<file path="src/rtl/muldiv_if.sv">
// Request/response bundle between the execute stage and the iterative multiply/divide unit.
interface muldiv_if #(
  parameter int WIDTH = 32
);
  logic             i_valid_EX;
  logic             o_ready_EX;
  logic [2:0]       i_op_EX;
  logic [WIDTH-1:0] i_rs1_EX;
  logic [WIDTH-1:0] i_rs2_EX;
  logic             i_flush_EX;
  logic             o_valid_EX;
  logic             i_result_ready_EX;
  logic [WIDTH-1:0] o_result_EX;

  modport slave (
    input  i_valid_EX, i_op_EX, i_rs1_EX, i_rs2_EX, i_flush_EX, i_result_ready_EX,
    output o_ready_EX, o_valid_EX, o_result_EX
  );

  modport master (
    output i_valid_EX, i_op_EX, i_rs1_EX, i_rs2_EX, i_flush_EX, i_result_ready_EX,
    input  o_ready_EX, o_valid_EX, o_result_EX
  );
endinterface

</file>
<file path="src/rtl/muldiv_unit.sv">
// Iterative RISC-V style MUL/MULH*/DIV*/REM* unit: one shift-add or restoring-divide step per cycle.
// Optional macro MULDIV_EARLY_OUT_EN: trivial cases (zero operand, divide by zero, overflow) finish at accept.
module muldiv_unit #(
  parameter int WIDTH = 32
) (
  input  logic     i_clk,
  input  logic     i_rst,
  muldiv_if.slave  bus
);
  typedef enum logic [1:0] {IDLE, MUL, DIV, DONE} state_t;
  localparam int CW = $clog2(WIDTH + 1);

  state_t             state_q, state_d;
  logic [CW-1:0]      cnt_q, cnt_d;
  logic [2*WIDTH-1:0] prod_q, prod_d;
  logic [WIDTH-1:0]   opb_q, opb_d;
  logic [WIDTH-1:0]   result_q, result_d;
  logic [2:0]         op_q, op_d;
  logic               sa_q, sa_d, sb_q, sb_d, dz_q, dz_d;

  logic               a_signed, b_signed, sign_a, sign_b, div_op;
  logic [WIDTH-1:0]   mag_a, mag_b;
  logic [WIDTH:0]     add_sum, shifted, sub_diff;
  logic [2*WIDTH-1:0] mul_full;
  logic [WIDTH-1:0]   quo_fin, rem_fin;
  logic               early;
  logic [WIDTH-1:0]   early_res;

  function automatic logic [WIDTH-1:0] apply_sign(input logic [WIDTH-1:0] v, input logic neg);
    apply_sign = neg ? -v : v;
  endfunction

  function automatic logic [2*WIDTH-1:0] apply_sign_wide(input logic [2*WIDTH-1:0] v, input logic neg);
    apply_sign_wide = neg ? -v : v;
  endfunction

  always_comb begin
    div_op   = bus.i_op_EX[2];
    a_signed = bus.i_op_EX inside {3'd0, 3'd1, 3'd2, 3'd4, 3'd6};
    b_signed = bus.i_op_EX inside {3'd0, 3'd1, 3'd4, 3'd6};
    sign_a   = a_signed & bus.i_rs1_EX[WIDTH-1];
    sign_b   = b_signed & bus.i_rs2_EX[WIDTH-1];
    mag_a    = apply_sign(bus.i_rs1_EX, sign_a);
    mag_b    = apply_sign(bus.i_rs2_EX, sign_b);
`ifdef MULDIV_EARLY_OUT_EN
    early     = 1'b0;
    early_res = '0;
    if (!div_op) begin
      early = (bus.i_rs1_EX == '0) || (bus.i_rs2_EX == '0);
    end else if (bus.i_rs2_EX == '0) begin
      early     = 1'b1;
      early_res = bus.i_op_EX[1] ? bus.i_rs1_EX : '1;
    end else if (!bus.i_op_EX[0] && bus.i_rs1_EX == {1'b1, {(WIDTH-1){1'b0}}} && bus.i_rs2_EX == '1) begin
      early     = 1'b1;
      early_res = bus.i_op_EX[1] ? '0 : bus.i_rs1_EX;
    end
`else
    early     = 1'b0;
    early_res = '0;
`endif
  end

  // Datapath steps on the shared product / remainder:quotient register
  always_comb begin
    add_sum  = {1'b0, prod_q[2*WIDTH-1:WIDTH]} + {1'b0, opb_q};
    shifted  = {prod_q[2*WIDTH-1:WIDTH], prod_q[WIDTH-1]};
    sub_diff = shifted - {1'b0, opb_q};
    mul_full = apply_sign_wide(prod_q, sa_q ^ sb_q);
    quo_fin  = dz_q ? '1 : apply_sign(prod_q[WIDTH-1:0], sa_q ^ sb_q);
    rem_fin  = apply_sign(prod_q[2*WIDTH-1:WIDTH], sa_q);
  end

  always_comb begin
    state_d  = state_q;
    cnt_d    = cnt_q;
    prod_d   = prod_q;
    opb_d    = opb_q;
    result_d = result_q;
    op_d     = op_q;
    sa_d     = sa_q;
    sb_d     = sb_q;
    dz_d     = dz_q;
    case (state_q)
      IDLE: begin
        if (bus.i_valid_EX && !bus.i_flush_EX) begin
          op_d   = bus.i_op_EX;
          sa_d   = sign_a;
          sb_d   = sign_b;
          dz_d   = div_op && (bus.i_rs2_EX == '0);
          prod_d = {{WIDTH{1'b0}}, div_op ? mag_a : mag_b};
          opb_d  = div_op ? mag_b : mag_a;
          cnt_d  = CW'(WIDTH);
          if (early) begin
            result_d = early_res;
            state_d  = DONE;
          end else begin
            state_d = div_op ? DIV : MUL;
          end
        end
      end
      MUL: begin
        if (cnt_q == '0) begin
          result_d = (op_q == 3'd0) ? mul_full[WIDTH-1:0] : mul_full[2*WIDTH-1:WIDTH];
          state_d  = DONE;
        end else begin
          prod_d = prod_q[0] ? {add_sum, prod_q[WIDTH-1:1]} : {1'b0, prod_q[2*WIDTH-1:1]};
          cnt_d  = cnt_q - CW'(1);
        end
      end
      DIV: begin
        if (cnt_q == '0) begin
          result_d = op_q[1] ? rem_fin : quo_fin;
          state_d  = DONE;
        end else begin
          prod_d = !sub_diff[WIDTH] ? {sub_diff[WIDTH-1:0], prod_q[WIDTH-2:0], 1'b1}
                                    : {shifted[WIDTH-1:0], prod_q[WIDTH-2:0], 1'b0};
          cnt_d  = cnt_q - CW'(1);
        end
      end
      DONE: begin
        if (bus.i_result_ready_EX) state_d = IDLE;
      end
      default: state_d = IDLE;
    endcase
    if (bus.i_flush_EX) state_d = IDLE;
  end

  always_ff @(posedge i_clk) begin
    if (i_rst) begin
      state_q  <= IDLE;
      cnt_q    <= '0;
      prod_q   <= '0;
      opb_q    <= '0;
      result_q <= '0;
      op_q     <= '0;
      sa_q     <= 1'b0;
      sb_q     <= 1'b0;
      dz_q     <= 1'b0;
    end else begin
      state_q  <= state_d;
      cnt_q    <= cnt_d;
      prod_q   <= prod_d;
      opb_q    <= opb_d;
      result_q <= result_d;
      op_q     <= op_d;
      sa_q     <= sa_d;
      sb_q     <= sb_d;
      dz_q     <= dz_d;
    end
  end

  assign bus.o_ready_EX  = (state_q == IDLE);
  assign bus.o_valid_EX  = (state_q == DONE);
  assign bus.o_result_EX = result_q;
endmodule

</file>
<file path="src/flat_wrapper.sv">
// flat-port wrapper written by rule: the top's interface ports become plain ports
module muldiv_unit_flat 
#(
  parameter int WIDTH = 32
)
  (i_clk, i_rst, bus_i_valid_EX, bus_i_op_EX, bus_i_rs1_EX, bus_i_rs2_EX, bus_i_flush_EX, bus_i_result_ready_EX, bus_o_ready_EX, bus_o_valid_EX, bus_o_result_EX);
  muldiv_if #(.WIDTH(WIDTH)) bus_i ();
  input  logic i_clk;
  input  logic i_rst;
  input wire logic [$bits(bus_i.i_valid_EX)-1:0] bus_i_valid_EX;
  input wire logic [$bits(bus_i.i_op_EX)-1:0] bus_i_op_EX;
  input wire logic [$bits(bus_i.i_rs1_EX)-1:0] bus_i_rs1_EX;
  input wire logic [$bits(bus_i.i_rs2_EX)-1:0] bus_i_rs2_EX;
  input wire logic [$bits(bus_i.i_flush_EX)-1:0] bus_i_flush_EX;
  input wire logic [$bits(bus_i.i_result_ready_EX)-1:0] bus_i_result_ready_EX;
  output wire logic [$bits(bus_i.o_ready_EX)-1:0] bus_o_ready_EX;
  output wire logic [$bits(bus_i.o_valid_EX)-1:0] bus_o_valid_EX;
  output wire logic [$bits(bus_i.o_result_EX)-1:0] bus_o_result_EX;
  assign bus_i.i_valid_EX = bus_i_valid_EX;
  assign bus_i.i_op_EX = bus_i_op_EX;
  assign bus_i.i_rs1_EX = bus_i_rs1_EX;
  assign bus_i.i_rs2_EX = bus_i_rs2_EX;
  assign bus_i.i_flush_EX = bus_i_flush_EX;
  assign bus_i.i_result_ready_EX = bus_i_result_ready_EX;
  assign bus_o_ready_EX = bus_i.o_ready_EX;
  assign bus_o_valid_EX = bus_i.o_valid_EX;
  assign bus_o_result_EX = bus_i.o_result_EX;
  muldiv_unit #(.WIDTH(WIDTH)) u_core (.i_clk(i_clk), .i_rst(i_rst), .bus(bus_i));
endmodule
</file>
<file path="config.mk">
export PLATFORM = sky130hd
export DESIGN_NAME = muldiv_unit_flat
export DESIGN_NICKNAME = d
export VERILOG_FILES = /design/src/rtl/muldiv_if.sv /design/src/rtl/muldiv_unit.sv /design/src/flat_wrapper.sv
export SDC_FILE = /design/constraint.sdc
export NUM_CORES = 1
export LEC_CHECK = 0
export ABC_AREA = 1
export BUFFER_PORTS_ARGS = -buffer_cell sky130_fd_sc_hd__buf_2
export CAP_MARGIN = 40
export CORE_ASPECT_RATIO = 1.5
export CORE_MARGIN = 8
export CORE_UTILIZATION = 35
export DETAILED_ROUTE_END_ITERATION = 12
export PLACE_DENSITY = 0.61
export RECOVER_POWER = 100
export SETUP_SLACK_MARGIN = 0.2
export SLEW_MARGIN = 5
export SYNTH_ARGS = -nofsm -noshare
export SYNTH_HDL_FRONTEND = slang
export SYNTH_SLANG_ARGS = --single-unit
</file>
<file path="constraint.sdc">
create_clock -name i_clk -period 2.4 [get_ports i_clk]
set_input_delay 0.24 -clock i_clk [delete_from_list [all_inputs] [get_ports i_clk]]
set_output_delay 0.24 -clock i_clk [all_outputs]
set_load 0.02 [all_outputs]
</file>
-- Word level (Yosys, flattened, before mapping)
Index checks and enable logic that the tools add are counted.
- register bits after elaboration: 142
- latch bits: 0
- RAM bits: 0
- memory bits (read-only): 0
- output and inout bits: 34
- word-level logic and storage cells: 82
- memories: 0
- add/subtract/negate cells: 8
- multiply operators: 0
- divide/modulo/power cells: 0
- magnitude comparators: 0
- eq/ne operators: 15
- shift-type cells: 0
- muxes and demuxes: 27
- bitwise operators: 3
- reduce and logical (&&, ||, !) cells: 20
- operator list (cell ; number):
    $mux 64 ; 6
    $mux 32 ; 11
    $pmux 64 s3 ; 1
    $neg 32->32 ; 4
    $neg 64->64 ; 1
    $pmux 32 s2 ; 1
    $add 32x32->33 ; 1
    $sub 33x32->33 ; 1
    $logic_not 32->1 ; 1
    $mux 6 ; 2
    $pmux 6 s2 ; 1
    $reduce_and 3->1 ; 3
    $mux 2 ; 4
    $ne 2x1->1 const B ; 4
    $ne 2x2->1 const B ; 4
    $eq 3x3->1 const B ; 2
    $logic_not 3->1 ; 2
    $logic_not 6->1 ; 1
    $pmux 2 s3 ; 1
    $sub 6x1->6 const B ; 1
    $reduce_bool 5->1 ; 1
    $eq 2x2->1 const B ; 2
    $reduce_and 4->1 ; 1
    $reduce_bool 2->1 ; 2
    12 further kinds ; 15

-- Depth between registers and ports, before layout
- word-level depth: 7
- depth in mapped cells: 20

-- Least setup slack after synthesis
OpenSTA, ideal clock, no wires.
- path type: register to register
- start: register u_core.prod_q[31]
- end: register u_core.prod_q[47]
- data arrival time: 2227 ps
- required time: 2260 ps
- setup slack: 32 ps
- stages on the path, launching flop included: 21
- path buffers: 1
- path through: dfxtp_1 > inv_1 > ha_1 > fa_1 > inv_1 > nand2_1 > nand2_1 > nand3_1 > nand2_2 > nand2_2 > nand2_2 > nand2_4 > nand2_4 > nand2_8 > nand2_4 > buf_6 > nand2_1 > nand3_1 > nand2_1 > nand2_1 > a21oi_2
- cells in the longest elaborated chain, start to end: 4
- ends and longest elaborated chain (item ; RTL line ; text):
    start: declaration ; muldiv_unit.sv:15 ; logic [2*WIDTH-1:0] prod_q, prod_d;
    start signal: assignment ; muldiv_unit.sv:142 ; prod_q <= prod_d;
    $sub 33x32->33 ; muldiv_unit.sv:67 ; sub_diff = shifted - {1'b0, opb_q};
    $mux 64 ; muldiv_unit.sv:115 ; prod_d = !sub_diff[WIDTH] ? {sub_diff[WIDTH-1:0], prod_q[WIDTH-2:0], 1'b1}
    $mux 64 ; muldiv_unit.sv:111 ; if (cnt_q == '0) begin
    $pmux 64 s3 ; muldiv_unit.sv:83 ; case (state_q)
Every way passes these cells. The select of a mux whose other input is x is not followed.
A chain may end at the register's enable or synchronous reset.

-- Final worst setup path
- start: register u_core.opb_q[0]
- end: register u_core.prod_q[57]
- cells in the longest elaborated chain, start to end: 4
- elaborated cells between the ends (all ways): 7
- ends and longest elaborated chain (item ; RTL line ; text):
    start: declaration ; muldiv_unit.sv:16 ; logic [WIDTH-1:0] opb_q, opb_d;
    start signal: assignment ; muldiv_unit.sv:143 ; opb_q <= opb_d;
    $sub 33x32->33 / $add 32x32->33 (equally long branches) ; muldiv_unit.sv:67, muldiv_unit.sv:65 ;
    $mux 64 (on tied branches) ; muldiv_unit.sv:115, muldiv_unit.sv:106 ;
    $mux 64 (on tied branches) ; muldiv_unit.sv:111, muldiv_unit.sv:102 ;
    $pmux 64 s3 (*) ; muldiv_unit.sv:83 ;
Every way passes the cells marked *; elsewhere a longest branch is shown, timed or not. The select of a mux whose other input is x is not followed.

==> impl_metrics.py <==
metrics = {
    "power_and_ir_drop": {
        "peakVddDrop_mv": 0.539,
        "p_total_w": 0.0115,
        "pwr_density_cell_nw_per_um2": 497,
        "cellLeakagePower_nw": 11.6,
    },
    "grt": {
        "antenna_found_initial": 1,
        "grt_usage": 0.308,
        "grt_pass1_wl_mm": 135,
        "grt-ovfl-total": 0,
        "grt_start_max_net_pins": 61,
        "grt_pass1_vias": 22877,
    },
    "synthesis": {
        "ys_types": 50,
        "synth-seq-cells": 142,
        "synth-warning-count": 0,
        "syn_nets": 3416,
        "synthMostInstantiatedCell": "nand2_1",
        "seq_area_frac_synth": 0.160,
        "synth-main-ff-cell": "dfxtp_1",
        "netlist.area_leader.share": 0.221,
        "yosys.area.top_type": "nand2_1",
        "netlist_instances": 3268,
        "synth-edff-count": 0,
        "syn_area_sq_um": 17700,
        "avgSynthCellArea_sq_um": 5.43,
        "synth-async-reset-ratio": 0,
        "yosys-top-cells-area": "nand2_1 22%, dfxtp_1 16%, nand3_1 9.3%",
        "synth_common_cells": "1045 x nand2_1, 436 x inv_1, 330 x nand3_1",
    },
    "drt": {
        "routedWlPerCell_um": 21.2,
        "vias": 23537,
        "route.detailed.drc": 0,
        "m1WireLength_mm": 32.8,
        "drtIter0Drc": 1999,
        "avgViaCountPerCell": 5.40,
        "wirelength_mm": 92.3,
        "ant_nets": 0,
        "dr_wl_met3_mm": 5.68,
        "drtPass1Iterations": 6,
        "routed-wl-met2_mm": 43.0,
        "top_layer": "met5",
    },
    "sta": {
        "relSlewSlack": 0.597,
        "rsz0062_at_grt": "yes",
        "fin_tns_setup_ns": -3.24,
        "fin_ws_ns": -0.143,
        "finalCritPeriodShare": 1.06,
        "skew_ns": 0.0130,
        "timing.fmax_ghz": 0.393,
        "final-max-slew-violation-count": 0,
        "max_slew.worst_pin.slew_ns": 0.604,
        "setup_violations": 32,
        "report.final.hold_viol_count": 0,
        "min_period_ns": 2.54,
    },
    "place": {
        "dpl_cell_area_sq_um": 21600,
        "dp_hpwl_mm": 75.8,
        "gp_congestion": 1.05,
        "portBuffers": 105,
    },
    "clocking": {
        "clk_latency_ns": 0.46,
        "cts.reportedPaths.clkPinSlew_ns": 0.07,
        "tritoncts": "done",
        "cts.htree.levels": 4,
        "clkSinkCount": 142,
        "clock_path_buffers": 2,
        "cts_made_buffers": 17,
        "cts_hold_buf": 0,
        "cts-root-buf": "clkbuf_16",
    },
    "setup_path": {
        "cp_cell_sequence": "buf_6, ha_4, fa_2, inv_2, nand2_2, nand2_2, nand3_2, nand2_2, nand2_4, nand2_4, nand2_4, nand3_4, buf_4, buf_4, nand3_2, nand3_1, nand2_1, nand2_1, a21oi_2",
        "end_kind": "flip-flop",
        "cp_slowest_cell": "fa_2",
        "cpPeakStageDelay_ns": 0.44,
        "cp_max_fo": 6,
        "critPathTopFamily": "simple AND/OR/NAND/NOR gates",
        "critPathBufInv": 4,
        "worstSetupStartpointType": "flip-flop",
        "crit_required_ns": 2.74,
        "crit_type": "flip-flop to flip-flop",
        "cp.arrival_ns": 2.88,
    },
    "floorplan": {
        "core-area_sq_um": 50400,
        "initial_core_util": 0.352,
        "die_h_um": 292,
        "io_pins": 106,
        "num_rows": 101,
        "die_area_sq_um": 58300,
        "die_x_um": 200,
    },
    "min_path": {
        "hold_path_class": "input pin to flip-flop",
    },
    "run": {
        "cap_violations": 0,
    },
    "cells_and_area": {
        "finish.instance_area_sq_um": 23200,
        "final_nets": 3824,
        "layout-drive-gt1-share": 0.205,
        "final_core_util": 0.460,
        "areaGrowthSynthToFinish_pct": 30.7,
    },
    "status": {
        "status": "finished with violations",
        "violations": "setup timing",
    },
}
worst min-delay path, stage by stage:
cell and delay, ns:
buf_2 0.11, inv_1 0.05, a21oi_1 0.05
cells in the final DEF, fill, tap and decap left out, drive strengths merged, types with 2 or more instances in the layout:
cell and instances:
a211oi 3, a21o 4, a21oi 245, a22oi 7
a31oi 25, and2 2, and3 2, buf 460
clkbuf 64, clkinv 7, clkinvlp 7, dfxtp 142
fa 2, ha 74, inv 459, nand2 1068
nand3 336, nand3b 20, nand4 34, nor2 295
nor3 40, nor3b 2, nor4 5, o211ai 44
o21a 2, o21ai 190, o21bai 11, o221ai 5
o22ai 35, or2 14, xnor2 20, xor2 62
worst paths after layout:
check                                                   to  slack (ns)  depth (start not counted)                       start
worst max register to register           u_core.prod_q[57]       -0.14                         19             u_core.opb_q[0]
worst min register to register  u_core.bus.o_result_EX[20]        0.47                          2  u_core.bus.o_result_EX[20]
worst min-delay path                        u_core.op_q[0]        0.03                          3              bus_i_op_EX[0]
worst max-delay path                     u_core.prod_q[57]       -0.14                         19             u_core.opb_q[0]
logic make-up after synthesis:
kind of cell | synth area share
DFF | 0.160
xor gates and xnor gates | 0.0405
buffers and inverters | 0.127
adders and majority gates | 0.0544
and+or+nand+nor | 0.434
AOI/OAI and AO/OA | 0.183
area by class of cell:
class	instances	area (sq um)
inverter	464	1760
antenna	1	2.50
multi-input combinational	2549	13400
clock inverter	10	103
fill	5579	27200
timing repair buffer	502	3760
tap	669	837
clock buffer	22	474
sequential	142	2870
through the flow:
step,setup WS [ns],std cells,hold WS (ns)
after global routing,-0.283,4358,0.0597
after detailed placement,-0.168,4296,0.454
after floorplan,0.196,3268,0.368
after global placement,-0.157,4296,0.451
after CTS,-0.114,4335,0.0280
final,-0.143,4359,0.0344
power breakdown:
part	internal [W]	total [W]	switching, W
sequential	0.00256	0.00276	0.000201
combinational	0.00209	0.00605	0.00397
clock	0.00152	0.00270	0.00118
total	0.00617	0.0115	0.00535
sequential cells by signal (all words and copies together) (netlist names):
name,count
u_core.prod_q,64
u_core.bus.o_result_EX,32
u_core.opb_q,32
u_core.cnt_q,6
u_core.op_q,3
u_core.state_q,2
u_core.dz_q,1
u_core.sa_q,1
u_core.sb_q,1
layer usage:
metal  GRT usage  vias up
met3      0.0434      386
met4       0.294        2
li1            -    11401
met5           0        -
met2       0.521     1045
met1       0.322    10703
timing repair:
action,4_1_cts,5_1_grt
cloned,1,6
buffers inserted,6,16
pin swaps,6,44
endpoints found under the setup margin,45,77
resized for setup,43,164
Power figures use the tool's default switching activity.
